<file path="config.mk">
export PLATFORM = sky130hd
export DESIGN_NAME = mem_read_burst
export DESIGN_NICKNAME = d
export VERILOG_FILES = /design/src/rtl/mem_read_burst.sv
export SDC_FILE = /design/constraint.sdc
export NUM_CORES = 1
export LEC_CHECK = 0
export CORE_MARGIN = 2
export CORE_UTILIZATION = 53
export DETAILED_ROUTE_END_ITERATION = 12
export GPL_TIMING_DRIVEN = 0
export PLACE_DENSITY = 0.78
export SLEW_MARGIN = 15
export SYNTH_ARGS = -nofsm -noshare
export SYNTH_HDL_FRONTEND = slang
export SYNTH_SLANG_ARGS = --single-unit
</file>
<file path="constraint.sdc">
create_clock -name clock -period 2.9 [get_ports clock]
set_clock_uncertainty 0.1 [all_clocks]
set_input_delay 0.29 -clock clock [delete_from_list [all_inputs] [get_ports clock]]
set_output_delay 0.29 -clock clock [all_outputs]
set_load 0.005 [all_outputs]
</file>
<file path="src/rtl/mem_read_burst.sv">
// Burst read sequencer: turns one start/len request into single-word go requests
// and buffers the returned words in a small FIFO. Optional watchdog: MEM_READ_BURST_TIMEOUT_EN.
module mem_read_burst #(
  parameter int DATA_W = 8,
  parameter int DEPTH  = 4,
  parameter int LEN_W  = 4
) (
  input  logic              clock,
  input  logic              reset,
  input  logic              start,
  input  logic [LEN_W-1:0]  len,
  output logic              go,
  input  logic              rd,
  input  logic              ds,
  input  logic [DATA_W-1:0] mem_data,
  output logic              out_valid,
  output logic [DATA_W-1:0] out_data,
  input  logic              out_ready,
  output logic              busy,
  output logic              done,
  output logic              err,
  output logic [2:0]        dbg_state
);

  localparam int PTR_W = (DEPTH > 1) ? $clog2(DEPTH) : 1;
  localparam int CNT_W = $clog2(DEPTH + 1);

  typedef enum logic [2:0] {
    IDLE    = 3'd0,
    HOLD    = 3'd1,
    ISSUE   = 3'd2,
    WAIT_DS = 3'd3,
    FIN     = 3'd4
  } state_t;

  state_t            state, state_nxt;
  logic [LEN_W-1:0]  remaining;
  logic              err_q;
  logic              push, pop, wd_expire;
  logic [DATA_W-1:0] mem [DEPTH];
  logic [PTR_W-1:0]  wr_ptr, rd_ptr;
  logic [CNT_W-1:0]  count;

  // Output handshake: a word transfers on any rising edge where out_valid && out_ready;
  // out_valid never depends on out_ready, and out_data holds until that transfer.
  assign out_valid = (count != '0);
  assign out_data  = mem[rd_ptr];
  assign pop       = out_valid && out_ready;

  assign go        = (state == ISSUE);
  assign busy      = (state != IDLE);
  assign done      = (state == FIN);
  assign err       = err_q;
  assign dbg_state = state;

  always_ff @(posedge clock) begin
    if (reset) state <= IDLE;
    else       state <= state_nxt;
  end

  always_comb begin
    state_nxt = state;
    push      = 1'b0;
    case (state)
      IDLE:    if (start) state_nxt = (len != '0) ? HOLD : FIN;
      // Issuing only with a free slot is what keeps the FIFO from overflowing.
      HOLD:    if (count < CNT_W'(DEPTH)) state_nxt = ISSUE;
      ISSUE:   if (rd) state_nxt = WAIT_DS;
      WAIT_DS: begin
        if (ds) begin
          push      = 1'b1;
          state_nxt = (remaining == LEN_W'(1)) ? FIN : HOLD;
        end else if (wd_expire) begin
          state_nxt = FIN;
        end
      end
      FIN:     state_nxt = IDLE;
      default: state_nxt = IDLE;
    endcase
  end

  always_ff @(posedge clock) begin
    if (reset)                          remaining <= '0;
    else if (state == IDLE && start)    remaining <= len;
    else if (push)                      remaining <= remaining - 1'b1;
    else if (wd_expire)                 remaining <= '0;
  end

  // A stray strobe outside WAIT_DS outranks the clear from a simultaneous start.
  always_ff @(posedge clock) begin
    if (reset)                          err_q <= 1'b0;
    else if (ds && state != WAIT_DS)    err_q <= 1'b1;
    else if (wd_expire)                 err_q <= 1'b1;
    else if (state == IDLE && start)    err_q <= 1'b0;
  end

  always_ff @(posedge clock) begin
    if (reset) begin
      wr_ptr <= '0;
      rd_ptr <= '0;
      count  <= '0;
      for (int i = 0; i < DEPTH; i++) mem[i] <= '0;
    end else begin
      if (push) begin
        mem[wr_ptr] <= mem_data;
        wr_ptr      <= wr_ptr + 1'b1;
      end
      if (pop) rd_ptr <= rd_ptr + 1'b1;
      case ({push, pop})
        2'b10:   count <= count + 1'b1;
        2'b01:   count <= count - 1'b1;
        default: count <= count;
      endcase
    end
  end

`ifdef MEM_READ_BURST_TIMEOUT_EN
  logic [4:0] wdog;

  // Held at zero outside WAIT_DS, so every entry starts a fresh count.
  always_ff @(posedge clock) begin
    if (reset || state != WAIT_DS) wdog <= '0;
    else                           wdog <= wdog + 5'd1;
  end

  assign wd_expire = (state == WAIT_DS) && !ds && (wdog == 5'd30);
`else
  assign wd_expire = 1'b0;
`endif

endmodule

</file>
==> qor.yml <==
status: "finished, final reports clean"
cts.htree.levels: 2
reg2reg_depth: 10
power.static_leakage_nw: 0.9893
worstPathCellList: "clkdlybuf4s50_1, and4b_1, buf_4, inv_2, buf_2, ha_1, inv_1, fa_1, xor2_1, or3_1, a21oi_1"
number_of_top_level_pins: 34
r2r_slack_ns: 0.48
dieHeight_um: 69.86
synth_cell_types: 43
dr.first_iter.drc_count: 163
globalplace.congestion: 0.7993
synthAdderAreaFrac: 0.02504
cts_root_buf: "sky130_fd_sc_hd__clkbuf_8"
synth_compound_area_frac: 0.07186
grt_start_max_net_pins: 17
cts-root-to-sink-buffers: 2
min_path_cells: 2
final_hold_slack_ns: 0.3921
cp_data_arrival_time_ns: 2.73
timing.critical_path.slowest_cell_delay_ns: 0.51
tritoncts_num_sinks: 49
total_number_of_vias: 1578
critPathSlowestCell: "sky130_fd_sc_hd__clkdlybuf4s50_1"
synthesized_area_per_cell_um2: 12.36
setup_viol: 0
area_growth_syn_to_layout_pct: 21.07
clk_pin_slew_worst_paths_ns: 0.09
whs_endpoint: "wr_ptr[0]$_SDFFE_PP0P_"
grt_remaining_overflow: 0
synth_area_leaders: "sky130_fd_sc_hd__edfxtp_1, sky130_fd_sc_hd__dfxtp_1, sky130_fd_sc_hd__and2_1"
floorplan.rows: 23
layout-drive-gt1-share: 0.1278
drt-vias-per-instance: 5.697
start_util: 0.5625
cts_buffers: 5
grt_setup_unrepaired: "false"
synth-edff-count: 32
post_cts.repair.setup_buffers: 0
synth_top_area_frac: 0.4181
tightestPinTransition_ns: 0.7875
ys_async_sr_fraction: 0
syn_inst: 186
drt-wirelength-per-cell_um: 16.03
share_of_synthesized_area_occupied_by_flip_flops_and_latches: 0.5661
post-route-period-util: 0.8918
cts_repair_resize_count: 0
crit_path_start_kind: "input pin"
post-place-ws_ns: -0.01120
required_ns: 3.04
diodes: 0
design.die.area_um2: 4880
synth_xor_xnor_area_share: 0.01524
hold_class: "reg -> reg"
finalHoldViolations: 0
min_from: "wr_ptr[0]$_SDFFE_PP0P_"
register_area_um2: 1301
fillCellCount: 294
design.core.area_um2: 4086
yosys.area.top_type: "sky130_fd_sc_hd__edfxtp_1"
post_route_drc_violation_count: 0
finalWirelength_um: 4439
worst_r2r_startpoint: "dbg_state[2]$_SDFFE_PP0P_"
area_of_the_multi_input_gates_um2: 917.1
grt_first_pass_wirelength_um: 7617
ff_to_ff_end: "count[2]$_SDFFE_PP0P_"
max-slew-margin-rel: 0.4736
number_of_violations_of_the_max_capacitance_limit: 0
timing.critical_path.fanout_max: 10
synth_top_family_by_area: "simple AND/OR/NAND/NOR gates"
finalCriticalPeriod_ns: 2.586
drtAntennaViolNets: 0
nets_in_the_synthesized_netlist: 208
endpoint_kind: "register"
synthesis.area_um2: 2298
max_clock_freq_mhz: 386.7
layout.core_utilization: 0.6810
power_density_nw_per_um2: 496.9
io_buffers: 33
ys.warnings.count: 0
tritoncts: "built"
drt_pre_antenna_iters: 4
final_nets: 248
antenna_found_initial: 0
report.final.slew_viol_count: 0
die-width_um: 69.86
clock_latency_ns: 0.30
grt_util_all_layers: 0.1988
dp_hpwl_um: 3242
setup_ws_ns: 0.3138
muxShareOfSynthArea: 0.08329
leading_register_cell_type_out_of_synthesis: "sky130_fd_sc_hd__edfxtp_1"
worstSetupPathType: "in -> reg"
synth-seq-cells: 49
vdd_ir_drop_max_mv: 0.3586
post_synth_and_or_nand_nor_area_fraction: 0.2036
totalNegativeSetupSlack_ns: 0
cts.hold.buffers_added: 0
number_of_global_route_vias_before_repair: 1626
==> critical path: cells and delay by family <==
family	cells	cell delay [ns]
and+or+nand+nor	2	0.54
adders and majority gates	2	0.60
AOI/OAI and AO/OA	1	0.14
buffers and inverters	5	1.00
xor gates and xnor gates	1	0.16
==> flip-flops by register name, indices dropped and copies added, names as in the netlist, named ones only <==
register,cells
mem,32
remaining,4
count,3
dbg_state,3
rd_ptr,2
wr_ptr,2
err,1
==> metrics by stage <==
step	total power, mW	instance area [um^2]	instances
final	1.383	2783	277
after global routing	1.454	2783	277
after CTS	1.392	2783	277
after detailed placement	0.9969	2691	269
after global placement	0.9864	2691	269
after floorplan	0.9022	2298	186
==> logic make-up after synthesis <==
family          count (synthesis)
mux                             9
xor+xnor                        4
flops                          49
buf+inv                        19
simple gates                   76
compound gates                 25
fa+ha+maj                       4
==> cell type report <==
| type | instances | share of cell area |
|---|---|---|
| well taps | 50 | 0.02248 |
| multi-input cells | 118 | 0.3296 |
| inverters | 9 | 0.01214 |
| clock buffers | 5 | 0.02473 |
| plain buffers | 10 | 0.01664 |
| clock inverters | 3 | 0.008094 |
| flip-flops and latches | 49 | 0.4676 |
| repair buffers | 33 | 0.1187 |
==> synthesized netlist by cell type (3+ instances only) <==
cell type	instances
sky130_fd_sc_hd__ha_1	3
sky130_fd_sc_hd__mux4_2	8
sky130_fd_sc_hd__edfxtp_1	32
sky130_fd_sc_hd__clkbuf_1	3
sky130_fd_sc_hd__xor2_1	3
sky130_fd_sc_hd__nor3_1	3
sky130_fd_sc_hd__and2_1	33
sky130_fd_sc_hd__o21ai_0	4
sky130_fd_sc_hd__a21oi_1	8
sky130_fd_sc_hd__nor2_1	15
sky130_fd_sc_hd__dfxtp_1	17
sky130_fd_sc_hd__nand2_1	4
sky130_fd_sc_hd__or3_1	6
sky130_fd_sc_hd__buf_2	4
sky130_fd_sc_hd__inv_1	8
==> worst max-delay path by stage <==
stage                                         start               endpoint  slack [ns]  depth (start not counted)
after global placement                           ds  count[2]$_SDFFE_PP0P_        0.09                         11
final                                            ds  count[2]$_SDFFE_PP0P_        0.31                         11
after floorplan           dbg_state[2]$_SDFFE_PP0P_  count[2]$_SDFFE_PP0P_        0.66                         10
after detailed placement                         ds  count[2]$_SDFFE_PP0P_       -0.01                         11
after global routing                             ds  count[2]$_SDFFE_PP0P_        0.17                         11
after CTS                                        ds  count[2]$_SDFFE_PP0P_        0.31                         11
==> power breakdown <==
group / internal [mW] / switching, mW / leakage [nW]
clock network: 0.171 / 0.231 / 0.0481
logic: 0.102 / 0.0903 / 0.472
registers: 0.771 / 0.0168 / 0.469
total: 1.04 / 0.338 / 0.989
==> layer usage <==
layer,GRT usage,vias to the layer above,share of wire
met4,0.05769,0,0.0061
met3,0.05483,4,0.043
met2,0.3439,47,0.53
met5,0,-,0
li1,-,756,-
met1,0.2435,771,0.42
==> layout by cell type, fill, tap and decap left out, drive strengths merged, types with 2 or more instances in the layout <==
master	synthesis	routed
a21o	2	2
a21oi	8	8
a22oi	2	2
a32oi	2	2
and2	33	33
buf	7	7
clkbuf	3	8
clkdlybuf4s50	0	33
clkinv	0	3
dfxtp	17	17
edfxtp	32	32
ha	3	3
inv	9	9
mux4	8	8
nand2	4	4
nand3	2	2
nand4b	2	2
nor2	15	15
nor3	3	3
nor4	3	3
nor4b	2	2
o21ai	4	4
or2	2	2
or3	6	6
xor2	3	3
(Power assumes the default switching activity.)
